<file path="src/rtl/dma_arb_pkg.sv">
// Shared types and helpers for the SQ/RQ DMA queue arbiter.
// Optional grant statistics are enabled with DMA_ARB_STATS_EN.
package dma_arb_pkg;

  localparam int WQE_W    = 112;
  localparam int BEAT_CNT = 4;
  localparam int BEAT_W   = 2;

  typedef enum logic [1:0] {
    IDLE     = 2'd0,
    BEAT     = 2'd1,
    DOORBELL = 2'd2
  } arb_state_e;

  localparam logic Q_SQ = 1'b0;
  localparam logic Q_RQ = 1'b1;

  // Slice one 32-bit descriptor beat; the last beat carries 16 bits.
  function automatic logic [31:0] beat_word(
    input logic [WQE_W-1:0]  wqe,
    input logic [BEAT_W-1:0] idx
  );
    logic [31:0] w;
    unique case (idx)
      2'd0:    w = wqe[31:0];
      2'd1:    w = wqe[63:32];
      2'd2:    w = wqe[95:64];
      default: w = {16'h0, wqe[111:96]};
    endcase
    return w;
  endfunction

  function automatic logic [3:0] beat_be(
    input logic [BEAT_W-1:0] idx
  );
    return (idx == 2'(BEAT_CNT - 1)) ? 4'h3 : 4'hF;
  endfunction

endpackage

</file>
<file path="src/rtl/wrr_pick.sv">
// Weighted round-robin choice between two requesters.
// Side A is queue id 0, side B is queue id 1.
module wrr_pick
  import dma_arb_pkg::*;
#(
  parameter int unsigned A_WEIGHT = 2,
  parameter int unsigned B_WEIGHT = 1
) (
  input  logic clk_i,
  input  logic rst_ni,
  input  logic req_a_i,
  input  logic req_b_i,
  input  logic take_i,
  input  logic done_i,
  input  logic done_id_i,
  output logic pick_o
);

  localparam logic [3:0] A_M1 = 4'(A_WEIGHT - 1);
  localparam logic [3:0] B_M1 = 4'(B_WEIGHT - 1);

  logic       last_q;
  logic       last_d;
  logic [3:0] credit_q;
  logic [3:0] credit_d;
  logic [3:0] reload;

  logic only_a;
  logic only_b;
  logic both_stay;
  logic both_swap;

  assign only_a    = req_a_i & ~req_b_i;
  assign only_b    = ~req_a_i & req_b_i;
  assign both_stay = req_a_i & req_b_i &
                     (credit_q != 4'd0);
  assign both_swap = req_a_i & req_b_i &
                     (credit_q == 4'd0);

  // Choose a side and the credit it leaves behind.
  always_comb begin
    pick_o = last_q;
    reload = credit_q;
    unique case (1'b1)
      only_a: begin
        pick_o = Q_SQ;
        reload = A_M1;
      end
      only_b: begin
        pick_o = Q_RQ;
        reload = B_M1;
      end
      both_stay: begin
        pick_o = last_q;
        reload = credit_q - 4'd1;
      end
      both_swap: begin
        pick_o = ~last_q;
        reload = (last_q == Q_SQ) ? B_M1 : A_M1;
      end
      default: ;
    endcase
  end

  // Credit moves on a grant; last side moves when an entry retires.
  always_comb begin
    credit_d = credit_q;
    last_d   = last_q;
    if (take_i) begin
      credit_d = reload;
    end
    if (done_i) begin
      last_d = done_id_i;
    end
  end

  // Reset leaves B as last so A wins the first tie.
  always_ff @(posedge clk_i or negedge rst_ni) begin
    if (!rst_ni) begin
      credit_q <= 4'd0;
      last_q   <= Q_RQ;
    end else begin
      credit_q <= credit_d;
      last_q   <= last_d;
    end
  end

endmodule

</file>
<file path="src/rtl/dma_queue_arbiter.sv">
// Shares the DCS descriptor-write channel between SQ and RQ FIFOs.
// Define DMA_ARB_STATS_EN for per-queue doorbell counters.
module dma_queue_arbiter
  import dma_arb_pkg::*;
#(
  parameter int unsigned SQ_WEIGHT     = 2,
  parameter int unsigned RQ_WEIGHT     = 1,
  parameter logic [7:0]  BASE_ADDR     = 8'h00,
  parameter logic [7:0]  DOORBELL_ADDR = 8'h10
) (
  input  logic             clock,
  input  logic             reset,
  input  logic             enable,
  input  logic [WQE_W-1:0] sqFifoData,
  input  logic             sqFifoEmpty,
  output logic             sqFifoPop,
  input  logic [WQE_W-1:0] rqFifoData,
  input  logic             rqFifoEmpty,
  output logic             rqFifoPop,
  output logic [7:0]       dcsAddress,
  output logic [31:0]      dcsWriteData,
  output logic [3:0]       dcsByteEnable,
  output logic             dcsChipSelect,
  output logic             dcsWrite,
  input  logic             dcsWaitRequest,
`ifdef DMA_ARB_STATS_EN
  input  logic             statClear,
  output logic [15:0]      sqGrantCnt,
  output logic [15:0]      rqGrantCnt,
`endif
  output logic             busy,
  output logic             grantQ
);

  localparam logic [7:0] BEAT1_ADDR = BASE_ADDR + 8'd1;
  localparam logic [7:0] BEAT2_ADDR = BASE_ADDR + 8'd2;
  localparam logic [7:0] BEAT3_ADDR = BASE_ADDR + 8'd3;

  if (SQ_WEIGHT < 1 || SQ_WEIGHT > 15) begin : g_bad_sq_weight
    $error("SQ_WEIGHT must be 1..15");
  end

  if (RQ_WEIGHT < 1 || RQ_WEIGHT > 15) begin : g_bad_rq_weight
    $error("RQ_WEIGHT must be 1..15");
  end

  if (BASE_ADDR  == DOORBELL_ADDR ||
      BEAT1_ADDR == DOORBELL_ADDR ||
      BEAT2_ADDR == DOORBELL_ADDR ||
      BEAT3_ADDR == DOORBELL_ADDR) begin : g_bad_addr
    $error("descriptor window overlaps doorbell");
  end

  arb_state_e       state_q;
  logic             run_q;
  logic [WQE_W-1:0] hold_q;
  logic [1:0]       beat_q;
  logic [1:0]       beat_nx;
  logic             grant_q;
  logic [7:0]       addr_q;
  logic [31:0]      data_q;
  logic [3:0]       be_q;
  logic             cs_q;
  logic             wr_q;

  logic             pick;
  logic             take;
  logic             accept;
  logic             done;
  logic [WQE_W-1:0] sel_data;

  assign accept   = ~dcsWaitRequest;
  assign take     = run_q & enable & (state_q == IDLE) &
                    (~sqFifoEmpty | ~rqFifoEmpty);
  assign done     = (state_q == DOORBELL) & accept;
  assign beat_nx  = beat_q + 2'd1;
  assign sel_data = (pick == Q_RQ) ? rqFifoData : sqFifoData;

  assign sqFifoPop     = take & (pick == Q_SQ);
  assign rqFifoPop     = take & (pick == Q_RQ);
  assign busy          = (state_q != IDLE);
  assign grantQ        = grant_q;
  assign dcsAddress    = addr_q;
  assign dcsWriteData  = data_q;
  assign dcsByteEnable = be_q;
  assign dcsChipSelect = cs_q;
  assign dcsWrite      = wr_q;

  wrr_pick #(
    .A_WEIGHT (SQ_WEIGHT),
    .B_WEIGHT (RQ_WEIGHT)
  ) u_pick (
    .clk_i     (clock),
    .rst_ni    (reset),
    .req_a_i   (~sqFifoEmpty),
    .req_b_i   (~rqFifoEmpty),
    .take_i    (take),
    .done_i    (done),
    .done_id_i (grant_q),
    .pick_o    (pick)
  );

  // Grant, serialise four beats, then ring the doorbell.
  always_ff @(posedge clock or negedge reset) begin
    if (!reset) begin
      state_q <= IDLE;
      run_q   <= 1'b0;
      hold_q  <= '0;
      beat_q  <= 2'd0;
      grant_q <= 1'b0;
      addr_q  <= 8'h00;
      data_q  <= 32'h0;
      be_q    <= 4'h0;
      cs_q    <= 1'b0;
      wr_q    <= 1'b0;
    end else begin
      run_q <= 1'b1;
      unique case (state_q)
        IDLE: begin
          if (take) begin
            hold_q  <= sel_data;
            grant_q <= pick;
            beat_q  <= 2'd0;
            addr_q  <= BASE_ADDR;
            data_q  <= beat_word(sel_data, 2'd0);
            be_q    <= beat_be(2'd0);
            cs_q    <= 1'b1;
            wr_q    <= 1'b1;
            state_q <= BEAT;
          end
        end
        BEAT: begin
          if (accept) begin
            if (beat_q == 2'(BEAT_CNT - 1)) begin
              addr_q  <= DOORBELL_ADDR;
              data_q  <= {31'h0, grant_q};
              be_q    <= 4'hF;
              state_q <= DOORBELL;
            end else begin
              beat_q <= beat_nx;
              addr_q <= BASE_ADDR + {6'h0, beat_nx};
              data_q <= beat_word(hold_q, beat_nx);
              be_q   <= beat_be(beat_nx);
            end
          end
        end
        DOORBELL: begin
          if (accept) begin
            addr_q  <= 8'h00;
            data_q  <= 32'h0;
            be_q    <= 4'h0;
            cs_q    <= 1'b0;
            wr_q    <= 1'b0;
            state_q <= IDLE;
          end
        end
        default: begin
          cs_q    <= 1'b0;
          wr_q    <= 1'b0;
          state_q <= IDLE;
        end
      endcase
    end
  end

`ifdef DMA_ARB_STATS_EN
  logic [15:0] sq_cnt_q;
  logic [15:0] rq_cnt_q;

  assign sqGrantCnt = sq_cnt_q;
  assign rqGrantCnt = rq_cnt_q;

  // Saturating doorbell counters; clear beats a same-cycle count.
  always_ff @(posedge clock or negedge reset) begin
    if (!reset) begin
      sq_cnt_q <= 16'h0;
      rq_cnt_q <= 16'h0;
    end else if (statClear) begin
      sq_cnt_q <= 16'h0;
      rq_cnt_q <= 16'h0;
    end else if (done) begin
      if (grant_q == Q_SQ && sq_cnt_q != 16'hFFFF) begin
        sq_cnt_q <= sq_cnt_q + 16'd1;
      end
      if (grant_q == Q_RQ && rq_cnt_q != 16'hFFFF) begin
        rq_cnt_q <= rq_cnt_q + 16'd1;
      end
    end
  end
`endif

endmodule

</file>
<file path="config.mk">
export PLATFORM = sky130hd
export DESIGN_NAME = dma_queue_arbiter
export DESIGN_NICKNAME = d
export VERILOG_FILES = /design/src/rtl/dma_arb_pkg.sv /design/src/rtl/wrr_pick.sv /design/src/rtl/dma_queue_arbiter.sv
export SDC_FILE = /design/constraint.sdc
export NUM_CORES = 1
export LEC_CHECK = 0
export CORE_MARGIN = 2
export CORE_UTILIZATION = 30
export CTS_CLUSTER_SIZE = 10
export DETAILED_ROUTE_END_ITERATION = 12
export GPL_ROUTABILITY_DRIVEN = 0
export PLACE_DENSITY = 0.53
export SLEW_MARGIN = 20
export SYNTH_ARGS = -nofsm -noshare
export SYNTH_HDL_FRONTEND = slang
export SYNTH_SLANG_ARGS = --single-unit
</file>
<file path="constraint.sdc">
create_clock -name clock -period 3.2 [get_ports clock]
set_input_delay 0.96 -clock clock [delete_from_list [all_inputs] [get_ports clock]]
set_output_delay 0.96 -clock clock [all_outputs]
set_load 0.03 [all_outputs]
</file>
==> impl_metrics.yaml <==
sta:
  fmax_mhz: 324
  worst_slew_pin_slew_ns: 0.692
  final.period_utilization: 0.966
  finalSetupViolations: 0
  final_max_slew_viol_count: 0
  min_period_ns: 3.09
  slew-limit-headroom: 0.539
  fin_skew_ns: 0.0143
  worst_slack_ns: 0.109
  hold_viol: 0
  setup_tns_ns: 0
worst_setup_path:
  crit_type: "primary input to output port"
  path_delay_family: "buffers and inverters"
  slowest_delay_ns: 0.49
  start_kind: "primary input"
  worstPathMaxFanout: 3
  startpoint: "enable"
  r2r_start: "u_pick.credit_q[0]$_DFFE_PN0P_"
  worstReg2RegEnd: "dcsWriteData[19]$_DFFE_PN0P_"
  slowest_stage: "clkdlybuf4s50_1"
  r2r_slack_ns: 0.73
  worstPathArrival_ns: 2.13
  r2r_cells: 8
  cp-end-kind: "output port"
  cp_data_required_time_ns: 2.24
  critPathBufInv: 2
  worstPathCellList: "clkdlybuf4s50_1 -> nand3_1 -> nor2_1 -> a21boi_0 -> buf_4"
synthesis:
  synth_top_area_frac: 0.492
  syn_avg_cell_area_um2: 9.09
  ys_top_cells_by_area: "dfrtp_1 49%, a21oi_1 10%, nand2_1 7.2%"
  ys_top_cells_by_count: "162 x a21oi_1, 160 x dfrtp_1, 156 x nand2_1"
  ys_ff_latch: 161
  synth.distinct_cells: 42
  synth_edf_count: 0
  synthCells: 896
  yosys.area.top_type: "dfrtp_1"
  ys.flop_type: "dfrtp_1"
  ys_warn_count: 0
  ys_seq_area_frac: 0.495
  synth_most_common_cell: "a21oi_1"
  synth_area_mm2: 0.00814
  async_reset_ff_frac: 1.00
power_and_ir_drop:
  switchingPower_mw: 4.57
  p_int_mw: 6.43
  p_clk_frac: 0.185
  power.leakage_nw: 5.06
  peakVddDrop_v: 0.000323
  p_seq_frac: 0.332
  power_frac_comb: 0.483
  swShare: 0.415
  p_per_area_mw_per_mm2: 920
final_layout:
  final_cell_area_mm2: 0.0120
  fin_nets: 1393
  stdcell_count: 1506
  drive_gt1_frac: 0.0980
  area_delta_synth_final_pct: 46.8
placement:
  hpwl_mm: 20.0
  dpl-instance-area_mm2: 0.0114
  io_buffers: 274
  place_ws_ns: 0.0756
  dp_cells: 1472
route:
  wl_per_cell_um: 19.0
  dr.pass1.iters: 8
  drt_iter0_drc: 466
  ant_nets: 0
  drc_errors: 0
  vias_per_cell: 5.12
  dr_total_vias: 7711
  routed_wirelength_mm: 28.7
grt:
  grt_pass1_wl_mm: 44.3
  antenna_found_initial: 1
  grt_pass1_vias: 7530
  gr-total-overflow: 0
  top_usage_layer: "met2"
  groute.layer.met3.usage: 0.0381
  grt_util_met1: 0.282
  grt_use_met2: 0.313
  grt_max_degree: 120
  track_usage: 0.200
floorplan:
  die_height_um: 169
  rows: 60
  fp.coreArea_mm2: 0.0268
  start_util: 0.304
  io_pins: 280
  die_w_um: 169
  dieArea_mm2: 0.0285
clock_tree:
  cts_sinks: 161
  cts_root_buf: "clkbuf_16"
  clock_path_buffers: 2
  htreeDepth: 4
  cts.hold.buffers_added: 0
  clkTransAtPathRegs_ns: 0.06
  cts-buffers-inserted: 17
  cts_tree: "built"
  post_cts_buffers: 0
  insertion_delay_ns: 0.42
min_path:
  worstHoldPathType: "register to register"
  holdPathEnd: "hold_q[17]$_DFFE_PN0P_"
  worstHoldStart: "hold_q[17]$_DFFE_PN0P_"
  holdPathStages: 2
status:
  status: "completed"
flow_run:
  drv_cap: 0
[registers in the layout (all words and copies together), names as in the netlist]
signal,count
dcsWrite,1
dcsAddress,3
hold_q,112
beat_q,2
u_pick.credit_q,4
dcsWriteData,32
state_q,2
u_pick.last_q,1
run_q,1
grantQ,1
dcsByteEnable,2
[power by group through the flow]
stage | Clock, mW | Combinational [mW] | Sequential, mW
2_1_floorplan | 0 | 3.03 | 3.87
3_5_place_dp | 0 | 5.35 | 3.67
5_1_grt | 2.15 | 5.89 | 3.77
4_1_cts | 2.07 | 5.36 | 3.64
6_report | 2.03 | 5.32 | 3.65
3_3_place_gp | 0 | 5.31 | 3.65
[what timing repair did]
action                                  CTS  global route
endpoints found under the setup margin    0             1
endpoints found under the hold margin     0             0
gates resized for setup                   0             2
[layer usage]
metal / share of wire / vias up / wire length, um
met5: 0 / - / 0
met4: 0.018 / 0 / 512
met3: 0.058 / 27 / 1660
met2: 0.47 / 252 / 13600
met1: 0.45 / 3775 / 12900
li1: - / 3657 / -
[kinds of logic after synthesis]
logic type	after synthesis	share of synthesized area
multiplexers	51	0.0738
buffers and inverters	90	0.0496
flip-flops	161	0.495
adder cells (fa/ha/maj)	13	0.0200
AND/OR/NAND/NOR	292	0.146
XOR/XNOR	1	0.00108
AO/OA/AOI/OAI	286	0.214
other	2	0.000922
[cell type report]
class	count	area (um2)
Tap cell	341	427
Clock inverter	12	124
Sequential cell	161	4030
Antenna cell	2	5.00
Timing Repair Buffer	309	3100
Clock buffer	20	447
Fill cell	2650	14800
Inverter	12	45.0
Multi-Input combinational cell	649	3780
[metrics by stage]
| stage | total power [mW] | hold slack, ns | utilization |
|---|---|---|---|
| 2_1_floorplan | 6.90 | 0.450 | - |
| 3_3_place_gp | 8.96 | 0.464 | 0.424 |
| 3_5_place_dp | 9.02 | 0.472 | 0.424 |
| 4_1_cts | 11.1 | 0.487 | 0.445 |
| 5_1_grt | 11.8 | 0.520 | 0.446 |
| 6_report | 11.0 | 0.484 | 0.446 |
[worst reg2reg max path, delay by kind of cell (launching register included)]
family,cells,cell delay (ns)
fa+ha+maj,1,0.19
mux,1,0.34
simple gates,1,0.26
xor+xnor,1,0.18
buf+inv,2,0.53
compound gates,2,0.45
flops,1,0.40
[placed cells by master (no fill, tap or decap), types with 3 or more instances in the layout]
cell             Yosys  routed
clkbuf_16            0      17
o21ai_0             47      47
o211ai_1            16      16
mux2_4              13      13
nand3_1              3       3
a221o_1             15      15
clkdlybuf4s50_1      0     271
conb_1               2       6
ha_2                 0       3
nand2b_1             4       3
clkinv_4             0       5
ha_1                13      10
dfrtp_1            160     160
inv_6                0       4
a21oi_1            162     161
nor2_1             103     103
mux2_2              20      20
nand2_1            156     156
a222oi_1            31      31
inv_1               12      12
or3_1               18      18
mux2i_1             18      18
buf_4                8      29
buf_12               0       8
[worst max-delay path by stage]
stage,slack (ns),to,cells after the start
after floorplan,0.15,sqFifoPop,6
after global placement,0.14,rqFifoPop,5
after detailed placement,0.08,dcsAddress[4]$_DFFE_PN0P_,7
after CTS,0.13,rqFifoPop,5
after global routing,-0.009,sqFifoPop,7
final,0.11,rqFifoPop,5
No activity file was read; power rests on OpenSTA's default activity.
==> variant 1 (same flow settings) <==
The 3 states of `arb_state_e` get a one-hot encoding in 3 bits.
--- a/src/rtl/dma_arb_pkg.sv
+++ b/src/rtl/dma_arb_pkg.sv
@@ -6,10 +6,10 @@
   localparam int BEAT_CNT = 4;
   localparam int BEAT_W   = 2;
 
-  typedef enum logic [1:0] {
-    IDLE     = 2'd0,
-    BEAT     = 2'd1,
-    DOORBELL = 2'd2
+  typedef enum logic [2:0] {
+    IDLE     = 3'b001,
+    BEAT     = 3'b010,
+    DOORBELL = 3'b100
   } arb_state_e;
 
   localparam logic Q_SQ = 1'b0;
Function: no difference found for any inputs over 4 cycles, from zero or initial values and one cycle with reset low; so few cycles prove little.
==> variant 1 against the original RTL <==
Cell area decreased by 0.67%; synthesized area increased by 1.5%; register-to-register slack about the same; core utilization decreased by 0.67 points; maximum frequency increased by 0.34%; routed wire length decreased by 15%; via count decreased by 11%; global-route usage decreased by 3.1 points; sequential cell count increased by 1; synthesized cell count decreased by 10%; final cell count decreased by 6.4%; setup slack improved by 0.011 ns.
Power is not compared: it rests on default switching activity, and its combinational part moved more than twofold at a synthesized area within 25%.
==> variant 1: results (changes against the original RTL) <==
Routing
  – Final WL: 24500 um (-15%)
  – Number of DRC markers in iteration 0: 430 (-7.7%)
  – WL/cell: 17.4 um (-8.8%)
  – Vias: 6861 (-11%)

Clocking
  – Worst-skew pair later-pin latency: 0.43 ns
  – Worst-path clk slew: 0.07 ns
  – H-Tree Depth: 4 (unchanged)
  – Num CTS Buffers: 17 (unchanged)

Min path
  – Hold crit path type: reg2reg

Critical path
  – Critical path's largest stage delay: 0.30 ns (-0.19 ns)
  – Critical path arrival: 2.12 ns
  – Maximum fanout along the worst path: 5 (+2)
  – Slowest CP cell: clkdlybuf4s15_1

Placement
  – Hpwl dp: 17300 um (-13%)
  – Placed Cells: 1378 (-6.4%)
  – Port bufs: 274 (unchanged)
  – Placed cell area: 0.0113 sq mm (-0.97%)

Global routing
  – Gr usage total: 0.169 (-0.0311)
  – Number of global-route vias before repair: 6761 (-10%)
  – Pin count of the biggest net entering global routing: 92 (-23%)
  – First-pass GRT wire length: 37800 um (-15%)
  – Initial antenna violation count: 0 (-1)

Final layout
  – Share of layout cells above drive strength 1: 0.0683 (-0.0297)
  – Number of diodes: 0 (-2)
  – Largest Register: hold_q
  – Fillers: 2655 (+0.19%)
  – Nets: 1294 (-7.1%)
  – Final instance area: 0.0119 sq mm (-0.67%)

Timing
  – Worst-margin pin slew: 0.920 ns (+0.228 ns)
  – Max Clock Skew: 0.0153 ns (+0.00103 ns)

Yosys
  – Ys Warns: 0 (unchanged)
  – Mux contribution to synthesized area: 0.176 (+0.102)
  – Post-synthesis sequential area ratio: 0.491 (-0.00424)
  – Post-Synth XOR/XNOR Area: 0.00106 (-0.0000161)
  – Commonest cells in the netlist: dfrtp_1 (160), o21ai_1 (144), mux2i_1 (143)
  – Synth Instances: 806 (-10%)
  – Main combinational cell family by area after synthesis: multiplexers
  – Compound-Gate Fraction of Synth Area: 0.171 (-0.0427)
  – Largest cells by area after synthesis: dfrtp_1 (48%), mux2i_1 (17%), o21ai_1 (8.7%)
  – Post-synthesis adder-cell area fraction: 0.0121 (-0.00787)
  – Yosys cell types: 48 (+14%)

Outcome
  – Status: complete, no violations

Pwr
  – Peak supply drop: 342 uV
  – Leakage power: 5.24 nW
==> variant 1: changes by cell type after synthesis, moves of 16 or more <==
cell | unedited run | this run
mux2_2 | 20 | 1
o21ai_1 | 0 | 144
o211ai_1 | 16 | 0
mux2i_1 | 18 | 143
nor2_1 | 103 | 26
nand2_1 | 156 | 122
o21ai_0 | 47 | 25
a21oi_1 | 162 | 23
==> variant 1: logic make-up after synthesis <==
logic type	Yosys count
flops	162
buf+inv	80
xor+xnor	1
fa+ha+maj	8
mux	145
compound gates	238
other cells	2
simple gates	170
==> variant 1: per-layer routing <==
metal	part of all wire	routed length (um)	global-route usage
met5	0	0	0
met4	0.011	279	0.0442
met3	0.055	1360	0.0386
met2	0.47	11500	0.278
met1	0.46	11300	0.225
==> variant 1: cell type report <==
cell class / count / area (sq um) / area share
repair buffers: 297 / 2960 / 0.250
multi-input cells: 568 / 3780 / 0.319
flip-flops and latches: 162 / 4060 / 0.342
clock inverters: 14 / 176 / 0.0149
clock buffers: 18 / 429 / 0.0361
well taps: 341 / 427 / 0.0359
inverters: 10 / 37.5 / 0.00316
==> variant 1: what timing repair did <==
action,in CTS,in global routing
cloned,0,0
pin swaps,0,0
gates resized for setup,1,5
buffers inserted,0,0
hold endpoints to repair,0,0
setup endpoints to repair,2,2
==> variant 1: power breakdown <==
group | leakage (nW) | internal [mW] | switching, mW
clock network | 0.291 | 1.18 | 0.925
registers | 2.01 | 2.58 | 0.319
logic | 2.93 | 1.07 | 1.13
total | 5.24 | 4.83 | 2.37
==> variant 1: critical path, delay by kind of cell <==
kind,cells,cell delay (ns)
buffers and inverters,5,0.81
AOI/OAI and AO/OA,2,0.22
and+or+nand+nor,1,0.13
==> variant 1: per-stage QoR <==
step	util	hold slack [ns]	setup slack (ns)	power, mW
final	0.439	0.475	0.120	7.21
after global routing	0.439	0.497	0.00526	7.65
after CTS	0.439	0.482	0.0280	7.30
after detailed placement	0.416	0.466	-0.223	5.16
after global placement	0.416	0.456	-0.251	5.13
after floorplan	-	0.450	0.0530	4.24
==> variant 1: path summary, 6_finish.rpt <==
kind / depth (start not counted) / slack [ns] / start / to
worst max register to register: 9 / 0.73 / u_pick.credit_q[0] / hold_q[9]
worst min register to register: 2 / 0.47 / dcsAddress[1] / dcsAddress[1]
worst max-delay path: 8 / 0.12 / sqFifoEmpty / rqFifoPop
min in group asynchronous: 1 / 0.51 / reset / dcsWriteData[1]
worst min-delay path: 2 / 0.47 / dcsAddress[1] / dcsAddress[1]
max in group asynchronous: 2 / 1.91 / reset / hold_q[67]
==> variant 2 (config.mk and constraints unchanged) <==
Without the edit above. Build with the macro `DMA_ARB_STATS_EN` defined.
--- a/src/rtl/dma_queue_arbiter.sv
+++ b/src/rtl/dma_queue_arbiter.sv
@@ -1,5 +1,7 @@
 // Shares the DCS descriptor-write channel between SQ and RQ FIFOs.
 // Define DMA_ARB_STATS_EN for per-queue doorbell counters.
+`define DMA_ARB_STATS_EN
+
 module dma_queue_arbiter
   import dma_arb_pkg::*;
 #(
Ports: changed (added rqGrantCnt, sqGrantCnt and statClear); port bits go from 280 to 313. No check against the original RTL was run, so the function may have changed too.
==> variant 2 against the original RTL <==
Synthesized area increased by 20%; critical path depth decreased by 1; via count increased by 8.9%; sequential cell count increased by 32; sequential share of layout area increased by 0.75 points; routed wire length increased by 5.8%; cell area increased by 17%; sequential power increased by 8.5%; total power about the same; clock skew decreased by 0.00058 ns; setup slack got worse by 0.048 ns.
==> variant 2: results (changes against the original RTL) <==
Yosys
  – Compound-Gate Fraction of Synth Area: 0.164 (-0.0503)
  – Synth Instances: 1001 (+12%)
  – Yosys cell types: 56 (+33%)
  – Post-Synth XOR/XNOR Area: 0.0179 (+0.0168)
  – Post-synthesis adder-cell area fraction: 0.0191 (-0.000840)
  – Mux contribution to synthesized area: 0.120 (+0.0458)
  – Yosys reg bits: 193 (+20%)
  – Post-synthesis sequential area ratio: 0.493 (-0.00239)

Final layout
  – Fillers: 3203 (+21%)
  – Share of layout cells above drive strength 1: 0.0580 (-0.0400)
  – Non-clk invs: 13 (+1)
  – Number of diodes: 0 (-2)
  – Final instance area: 0.0140 sq mm (+17%)
  – Non-clock buffers: 332 (+7.4%)
  – Nets: 1526 (+9.5%)
  – # clk buffers: 17 (-15%)
  – Fraction of area in multi-input gates: 0.327 (+0.0113)

Pwr
  – Psw: 4.38 mW (-4.2%)
  – Total internal power: 6.62 mW (+3.0%)
  – Leakage power: 5.92 nW (+17%)
  – Peak supply drop: 384 uV (+19%)
  – Flop+latch power: 3.96 mW (+8.5%)
  – P_comb: 4.76 mW (-11%)

Routing
  – Number of DRC markers in iteration 0: 560 (+20%)
  – Metal3 WL: 2190 um (+32%)
  – Vias per cell: 4.84 (-5.5%)
  – Pre-antenna DRT Iters: 9 (+1)
  – Met2 WL: 14600 um (+7.6%)
  – WL/cell: 17.5 um (-8.2%)
  – Final WL: 30300 um (+5.8%)

Global routing
  – Pin count of the biggest net entering global routing: 229 (+91%)
  – GR Layer Usage met2: 0.296 (-0.0174)
  – Initial antenna violation count: 0 (-1)
  – Met3 Track Usage GR: 0.0427 (+0.00456)
  – First-pass GRT wire length: 46700 um (+5.2%)
  – Met1 GRT Util: 0.231 (-0.0509)

Placement
  – Worst slack, placed: 0.0644 ns (-0.0113 ns)
  – Placed Cells: 1703 (+16%)
  – Placed cell area: 0.0134 sq mm (+18%)
  – Port bufs: 307 (+12%)

Critical path
  – Maximum fanout along the worst path: 5 (+2)
  – Critical path arrival: 2.18 ns (+0.05 ns)

Timing
  – Max Clock Skew: 0.0137 ns (-0.000582 ns)

Outcome
  – Status: complete, no violations
[variant 2: cell count changes after synthesis, sizes merged, moves of 32 or more]
cell | before | now
mux2i | 18 | 116
dfrtp | 160 | 192
nor2 | 103 | 36
a21oi | 162 | 12
o21ai | 47 | 162
mux2 | 33 | 1
[variant 2: path summary, 6_finish.rpt]
| kind | start | to | slack, ns |
|---|---|---|---|
| worst max-delay path | sqFifoEmpty | sqFifoPop | 0.06 |
| worst min-delay path | dcsAddress[1] | dcsAddress[1] | 0.48 |
| worst max register to register | u_pick.credit_q[0] | hold_q[9] | 0.79 |
| worst min register to register | dcsAddress[1] | dcsAddress[1] | 0.48 |
| max in group asynchronous | reset | hold_q[32] | 1.97 |
| min in group asynchronous | reset | rqGrantCnt[13] | 0.51 |
[variant 2: worst max-delay path, stage by stage]
cell and delay (ns):
clkdlybuf4s50_1 0.49, o31a_2 0.41, nor2_1 0.14, buf_4 0.18
